File: src/rtl/crc_share_arbiter.sv
// Round-robin arbiter sharing one CRC engine between two requesters.
// It sequences the engine's start/valid handshake, and a watchdog turns a hung engine into an error response.
module crc_share_arbiter #(
  parameter int unsigned DATA_W  = 8,
  parameter int unsigned CRC_W   = 4,
  parameter int unsigned TIMEOUT = 16
) (
  input  logic              clk,
  input  logic              rst,
  input  logic [1:0]        req,
  input  logic [DATA_W-1:0] data0,
  input  logic [DATA_W-1:0] data1,
  output logic [1:0]        gnt,
  output logic [1:0]        done,
  output logic [CRC_W-1:0]  result,
  output logic              err,
  output logic              busy,
  output logic              eng_start,
  output logic [DATA_W-1:0] eng_data,
  input  logic              eng_busy,
  input  logic              eng_valid,
  input  logic [CRC_W-1:0]  eng_crc
);

  localparam int unsigned TIMER_W = 8;
  localparam logic [TIMER_W-1:0] TIMER_LAST = TIMER_W'(TIMEOUT - 1);
  localparam logic [TIMER_W-1:0] TIMER_MAX  = '1;

  typedef enum logic [1:0] {
    S_IDLE  = 2'd0,
    S_START = 2'd1,
    S_WAIT  = 2'd2,
    S_RESP  = 2'd3
  } state_t;

  state_t              state_q, state_d;
  logic [TIMER_W-1:0]  timer_q, timer_d;
  logic                last_q, last_d;
  logic                win_q, win_d;
  logic [1:0]          gnt_q, gnt_d;
  logic [1:0]          done_q, done_d;
  logic [CRC_W-1:0]    result_q, result_d;
  logic                err_q, err_d;
  logic                busy_q, busy_d;
  logic                eng_start_q, eng_start_d;
  logic [DATA_W-1:0]   eng_data_q, eng_data_d;

  // Engine busy is kept only as a debug observation point for timeouts.
  logic eng_busy_unused;
  assign eng_busy_unused = eng_busy;

  // State register; last starts at 1 so requester 0 wins the first tie.
  always_ff @(posedge clk or posedge rst) begin
    if (rst) begin
      state_q     <= S_IDLE;
      timer_q     <= '0;
      last_q      <= 1'b1;
      win_q       <= 1'b0;
      gnt_q       <= '0;
      done_q      <= '0;
      result_q    <= '0;
      err_q       <= 1'b0;
      busy_q      <= 1'b0;
      eng_start_q <= 1'b0;
      eng_data_q  <= '0;
    end else begin
      state_q     <= state_d;
      timer_q     <= timer_d;
      last_q      <= last_d;
      win_q       <= win_d;
      gnt_q       <= gnt_d;
      done_q      <= done_d;
      result_q    <= result_d;
      err_q       <= err_d;
      busy_q      <= busy_d;
      eng_start_q <= eng_start_d;
      eng_data_q  <= eng_data_d;
    end
  end

  // Next-state and next-output logic.
  always_comb begin
    state_d     = state_q;
    timer_d     = timer_q;
    last_d      = last_q;
    win_d       = win_q;
    gnt_d       = gnt_q;
    done_d      = done_q;
    result_d    = result_q;
    err_d       = err_q;
    eng_start_d = 1'b0;
    eng_data_d  = eng_data_q;

    case (state_q)
      S_IDLE: begin
        if (req != 2'b00) begin
          win_d       = (req == 2'b11) ? ~last_q : req[1];
          gnt_d       = win_d ? 2'b10 : 2'b01;
          eng_data_d  = win_d ? data1 : data0;
          eng_start_d = 1'b1;
          state_d     = S_START;
        end
      end
      S_START: begin
        timer_d = '0;
        state_d = S_WAIT;
      end
      S_WAIT: begin
        timer_d = (timer_q == TIMER_MAX) ? timer_q : timer_q + TIMER_W'(1);
        // A valid strobe wins over a coincident timeout.
        if (eng_valid) begin
          result_d = eng_crc;
          err_d    = 1'b0;
          done_d   = gnt_q;
          state_d  = S_RESP;
        end else if (timer_q == TIMER_LAST) begin
          result_d = '0;
          err_d    = 1'b1;
          done_d   = gnt_q;
          state_d  = S_RESP;
        end
      end
      S_RESP: begin
        last_d  = win_q;
        gnt_d   = 2'b00;
        done_d  = 2'b00;
        err_d   = 1'b0;
        state_d = S_IDLE;
      end
      default: state_d = S_IDLE;
    endcase

    busy_d = (state_d != S_IDLE);
  end

  assign gnt       = gnt_q;
  assign done      = done_q;
  assign result    = result_q;
  assign err       = err_q;
  assign busy      = busy_q;
  assign eng_start = eng_start_q;
  assign eng_data  = eng_data_q;

endmodule

File: config.mk
export PLATFORM = sky130hd
export DESIGN_NAME = crc_share_arbiter
export DESIGN_NICKNAME = d
export VERILOG_FILES = /design/src/rtl/crc_share_arbiter.sv
export SDC_FILE = /design/constraint.sdc
export NUM_CORES = 1
export LEC_CHECK = 0
export ABC_AREA = 0
export BUFFER_PORTS_ARGS = -buffer_cell sky130_fd_sc_hd__buf_2
export CORE_AREA = 4 4 74 56
export DETAILED_ROUTE_END_ITERATION = 16
export DIE_AREA = 0 0 78 60
export GPL_ROUTABILITY_DRIVEN = 1
export PLACE_DENSITY_LB_ADDON = 0.3
export SLEW_MARGIN = 20
export SYNTH_ARGS = -nofsm -noshare
export SYNTH_HDL_FRONTEND = slang
export SYNTH_SLANG_ARGS = --single-unit
File: constraint.sdc
create_clock -name clk -period 1.5 [get_ports clk]
set_input_delay 0.15 -clock clk [delete_from_list [all_inputs] [get_ports clk]]
set_output_delay 0.15 -clock clk [all_outputs]
set_load 0.03 [all_outputs]
Yosys cells after proc, flatten, opt, wreduce, memory -nomap -nowiden --
Index checks and enable logic that the tools add are counted.
Cells by class: $add $sub $neg 1, eq/ne operators 9, mux-type cells 21, bitwise operators 1, reductions and logical operators 12
Operators by type and width (number):
- 8-bit 2-to-1 mux | 2
- 8-bit case mux with 2 select lines | 1
- 2-bit 2-to-1 mux | 7
- 2-bit nonzero test | 6
- 2-bit AND reduction | 5
- 8-bit by 1-bit adder with 8-bit output (second input constant) | 1
- 8-bit by 4-bit equality test with 1-bit output (second input constant) | 1
- 8-bit equality test (second input constant) | 1
- 4-bit 2-to-1 mux | 2
- 2-bit case mux with 2 select lines | 2
- 2-bit case mux with 4 select lines | 1
- 2-bit equality test (second input constant) | 3
- 1-bit 2-to-1 mux | 5
- 2-bit inequality test (second input constant) | 2
- 3-bit inequality test (second input constant) | 1
- 2-bit by 1-bit equality test with 1-bit output (second input constant) | 1
- 2-bit logical NOT | 1
- 1-bit case mux with 2 select lines | 1
- 1-bit NOT | 1
Word-level totals: bits in registers 31, input bits 26, output and inout bits 19, word-level logic and storage cells 55

Logic depth before layout (Yosys ltp) --
depth in word-level cells 5, depth in mapped cells 6, depth with buffers taken out 6

Least setup slack after synthesis --
OpenSTA, ideal clock, no wires.
path kind flip-flop to flip-flop, start point reg timer_q[0], end point reg timer_q[1], library setup time 0.121 ns, arrival time 1.468 ns, required time 1.379 ns, slack -0.089 ns, cell stages (with the launch flop) 6, buffers on the path 0, period minus slack after synthesis 1.589 ns, path through dfrtp_1 -> ha_1 -> nand3_1 -> nor2_1 -> mux2_1 -> a22o_1
On the way: word-level cells in the longest chain between the ends 3, elaborated cells between the ends (all ways) 6, classes of those cells add/sub: 1; eq/ne: 2; mux: 2; reduce/logical: 1
Ends and longest elaborated chain:
- start: declaration | line 37 | logic [TIMER_W-1:0] timer_q, timer_d;
- start signal: assignment | line 68 | timer_q <= timer_d;
- 8-bit by 1-bit adder with 8-bit output or 8-bit equality test (tied branches) | line 109 | timer_d = (timer_q == TIMER_MAX) ? timer_q : timer_q + TIMER_W'(1);
- 8-bit 2-to-1 mux or 2-bit inequality test (tied branches)
- 8-bit case mux with 2 select lines or 2-bit AND reduction (tied branches)
Several ways; a longest one is shown, not always the timed one. The select of a mux whose other input is x is not followed. A chain may end at the register's enable or synchronous reset.

Worst setup path after layout --
start point reg timer_q[6], end point reg result_q[3], in the netlist result[3]
On the way: word-level cells in the longest chain between the ends 3
Ends and longest elaborated chain:
- 8-bit by 4-bit equality test with 1-bit output | line 116 | end else if (timer_q == TIMER_LAST) begin
- 2-bit nonzero test (no line)
- 2-bit AND reduction (no line)
- end signal: assignment | line 73 | result_q <= result_d;
- end: declaration | line 42 | logic [CRC_W-1:0] result_q, result_d;
Every way passes these cells.

==> metrics.md <==
| Metric | Value |
|---|---|
| CTS tree | `done` |
| Avg Inst Size Synth | `10.5 um2` |
| Leakage | `1.14 nW` |
| Synth area leaders | `dfrtp_1, a222oi_1, ha_1, inv_1, nand3_1` |
| Drt pass-1 iters | `4` |
| Vias in the first global route | `1436` |
| Post-synthesis cell area | `1490 um2` |
| Worst EP required | `1.67 ns` |
| RD Place Congestion | `0.808` |
| Startpoint Class | `register` |
| Crit. End Element | `register` |
| Worst setup startpoint | `timer_q[6]` |
| Worst Hold Launch | `data1[5]` |
| ANT cells | `0` |
| Routed Antenna Nets | `0` |
| Tmin final | `1.59 ns` |
| Arrival time at the worst endpoint | `roughly 1.8 ns` |
| Sequential-to-total area share from yosys stat | `52.3%` |
| Worst slew pin tran | `0.397 ns` |
| Initial Utilization | `43.7%` |
| Pin count of the biggest net entering global routing | `32` |
| Area leader, netlist | `dfrtp_1` |
| # port buffers | `43` |
| Worst Setup Slack, final | `-0.0905 ns` |
| Fmax | `629 MHz` |
| First-pass GRT wire length | `~6600 um` |
| Fin Hold WS | `0.0732 ns` |
| Hold WC Path Type | `in2reg` |
| Clk_lat worst skew | `between 0.2 and 0.3 ns` |
| Worst Path Max Fanout | `5` |
| GR Util All Layers | `between 10% and 20%` |
| H-tree depth | `2` |
| CP Class | `reg2reg` |
| Max-slew headroom | `73.6%` |
| Grt total ovfl | `0` |
| Clk root buf | `clkbuf_8` |
| Area of the die | `4680 um2` |
| Peak VDD IR | `1.20 mV` |
| Wire per inst | `approximately 16 um` |
| I/O pin count | `45` |
| Die width | `78 um` |
| Vias/cell | `roughly 5.2` |
| Area grow syn2layout | `49.8%` |
| Clock Skew | `0.00762 ns` |
| Distinct cell type count after synthesis | `39` |
| Pwr Total | `0.00451 W` |
| Final Hold Viols | `0` |
| Cell count after synthesis | `approximately 140` |
| Status | `finished, violations left` |
| CTS clk-pin slew, worst paths | `0.07 ns` |
| Setup TNS | `-0.455 ns` |
| Detailed placer's ending HPWL | `about 2900 um` |
| CTS sink cnt | `31` |
| FP Rows | `18` |
| Final Max Slew Viols | `0` |
| Initial antenna violation count | `0` |
| Reg2reg start | `timer_q[6]` |
| Post-Route Utilization | `65.5%` |
| Post-route DRC violation count | `0` |
| Num CTS Buffers | `5` |
| CTS Buffer Depth | `2` |
| Seq cells post-synth | `31` |
| Final setup vio count | `8` |
| Pwr dens | `just over 2000 nW/um2` |
| Die Y | `roughly 60 um` |
| Final Cycle Share | `106%` |
| Number of warnings issued by yosys | `0` |
| Final wirelength | `around 4200 um` |
| Synth top area share | `50.5%` |
| Final #Nets | `252` |
| Syn_nets | `174` |
| Vias | `1421` |
| Failing checks | `setup timing` |
| RSZ-0062 raised after global routing | `true` |
| Core area | `between 3000 and 4000 um2` |
| Share of cells above drive strength 1 | `48.0%` |
| Max-Cap Viols | `0` |
| DRT iter0 DRCs | `101` |
-- sequential cells by signal (all words and copies together), names as in the netlist, 2 cells and up --
register,flops
done,2
eng_data,8
gnt,2
result,4
state_q,2
timer_q,8
-- routing by layer --
| layer | global-route usage [%] | wire length (um) | vias up |
|---|---|---|---|
| li1 | - | - | 676 |
| met4 | 5.99 | 50 | 0 |
| met2 | 32.7 | 2100 | 39 |
| met3 | 4.37 | 196 | 6 |
| met1 | 23.1 | 1890 | 700 |
| met5 | 0 | 0 | - |
-- critical path, cell delays in order (launching register included) --
cell and delay [ns]:
dfrtp_1 0.41, nor4_4 0.42, a41oi_4 0.21, nand2b_4 0.22
a32o_1 0.22
-- layout by cell type (no fill, tap or decap), types with 4 or more instances in the layout --
master and count:
buf_2 43, dfrtp_1 30, buf_4 26, inv_1 14, nor2_1 10, nand3_1 9
a222oi_1 8, nand2_1 7, clkbuf_8 5, buf_6 5, o21ai_1 4, a32o_1 4
-- Yosys cell counts --
library cell / instances
dfrtp_1: 30
inv_1: 16
nand3_1: 11
nor2_1: 11
nand2_1: 9
a222oi_1: 8
ha_1: 6
a21oi_1: 5
a32o_1: 4
o21ai_1: 4
a21o_1: 3
clkbuf_1: 3
nor3_1: 3
and4_1: 2
nor2b_1: 2
nor3b_1: 2
a22o_1: 1
a31o_2: 1
a31oi_1: 1
a41oi_1: 1
and3_2: 1
buf_2: 1
dfstp_2: 1
inv_2: 1
mux2_1: 1
mux2i_1: 1
nand2b_1: 1
nand2b_4: 1
nand4_1: 1
nand4b_1: 1
nor3b_2: 1
nor4_2: 1
o21ai_0: 1
o21bai_1: 1
o2bb2ai_1: 1
o32ai_1: 1
or3_1: 1
or4b_1: 1
xnor2_1: 1
-- area by class of cell --
type,instances,area (um2)
Fill cell,268,1170
Sequential cell,31,777
Multi-Input combinational cell,90,758
Timing Repair Buffer,75,477
Clock buffer,5,68.8
Inverter,17,63.8
Tap cell,50,62.6
Clock inverter,3,20.0
-- power breakdown --
group	internal [W]	total [W]	switching (W)
registers	0.00117	0.00139	0.000218
clock network	0.000322	0.000657	0.000335
logic	0.00106	0.00247	0.00141
-- timing repair --
action / CTS / global route
gates cloned: 1 / 0
setup buffers: 4 / 1
gates resized for setup: 14 / 16
endpoints found under the hold margin: 30 / 0
hold buffers: 1 / 0
setup endpoints to repair: 20 / 24
pin swaps: 6 / 13
-- worst paths after layout --
check	endpoint	slack, ns	depth (start not counted)
worst max-delay path	result[3]	-0.09	4
worst min register to register	win_q	0.49	1
max in group asynchronous	last_q	0.67	4
worst max register to register	result[3]	-0.09	4
worst min-delay path	eng_data[5]	0.07	3
min in group asynchronous	eng_data[1]	0.51	4
-- stage by stage --
stage	std cells	setup WS (ns)	cell area, um2
2_1_floorplan	142	-0.00120	1500
3_5_place_dp	256	-0.110	1950
3_3_place_gp	256	-0.0558	1950
4_1_cts	270	-0.00814	2150
6_report	271	-0.0905	2230
5_1_grt	271	-0.139	2230
-- cells by family after synthesis --
group / Yosys count / synth area share (%)
compound gates: 32 / 16.8
xor+xnor: 1 / 0.589
fa+ha+maj: 6 / 5.05
buf+inv: 21 / 5.39
flops: 31 / 52.3
mux: 2 / 1.43
simple gates: 49 / 18.4
(Power assumes the default switching activity.)
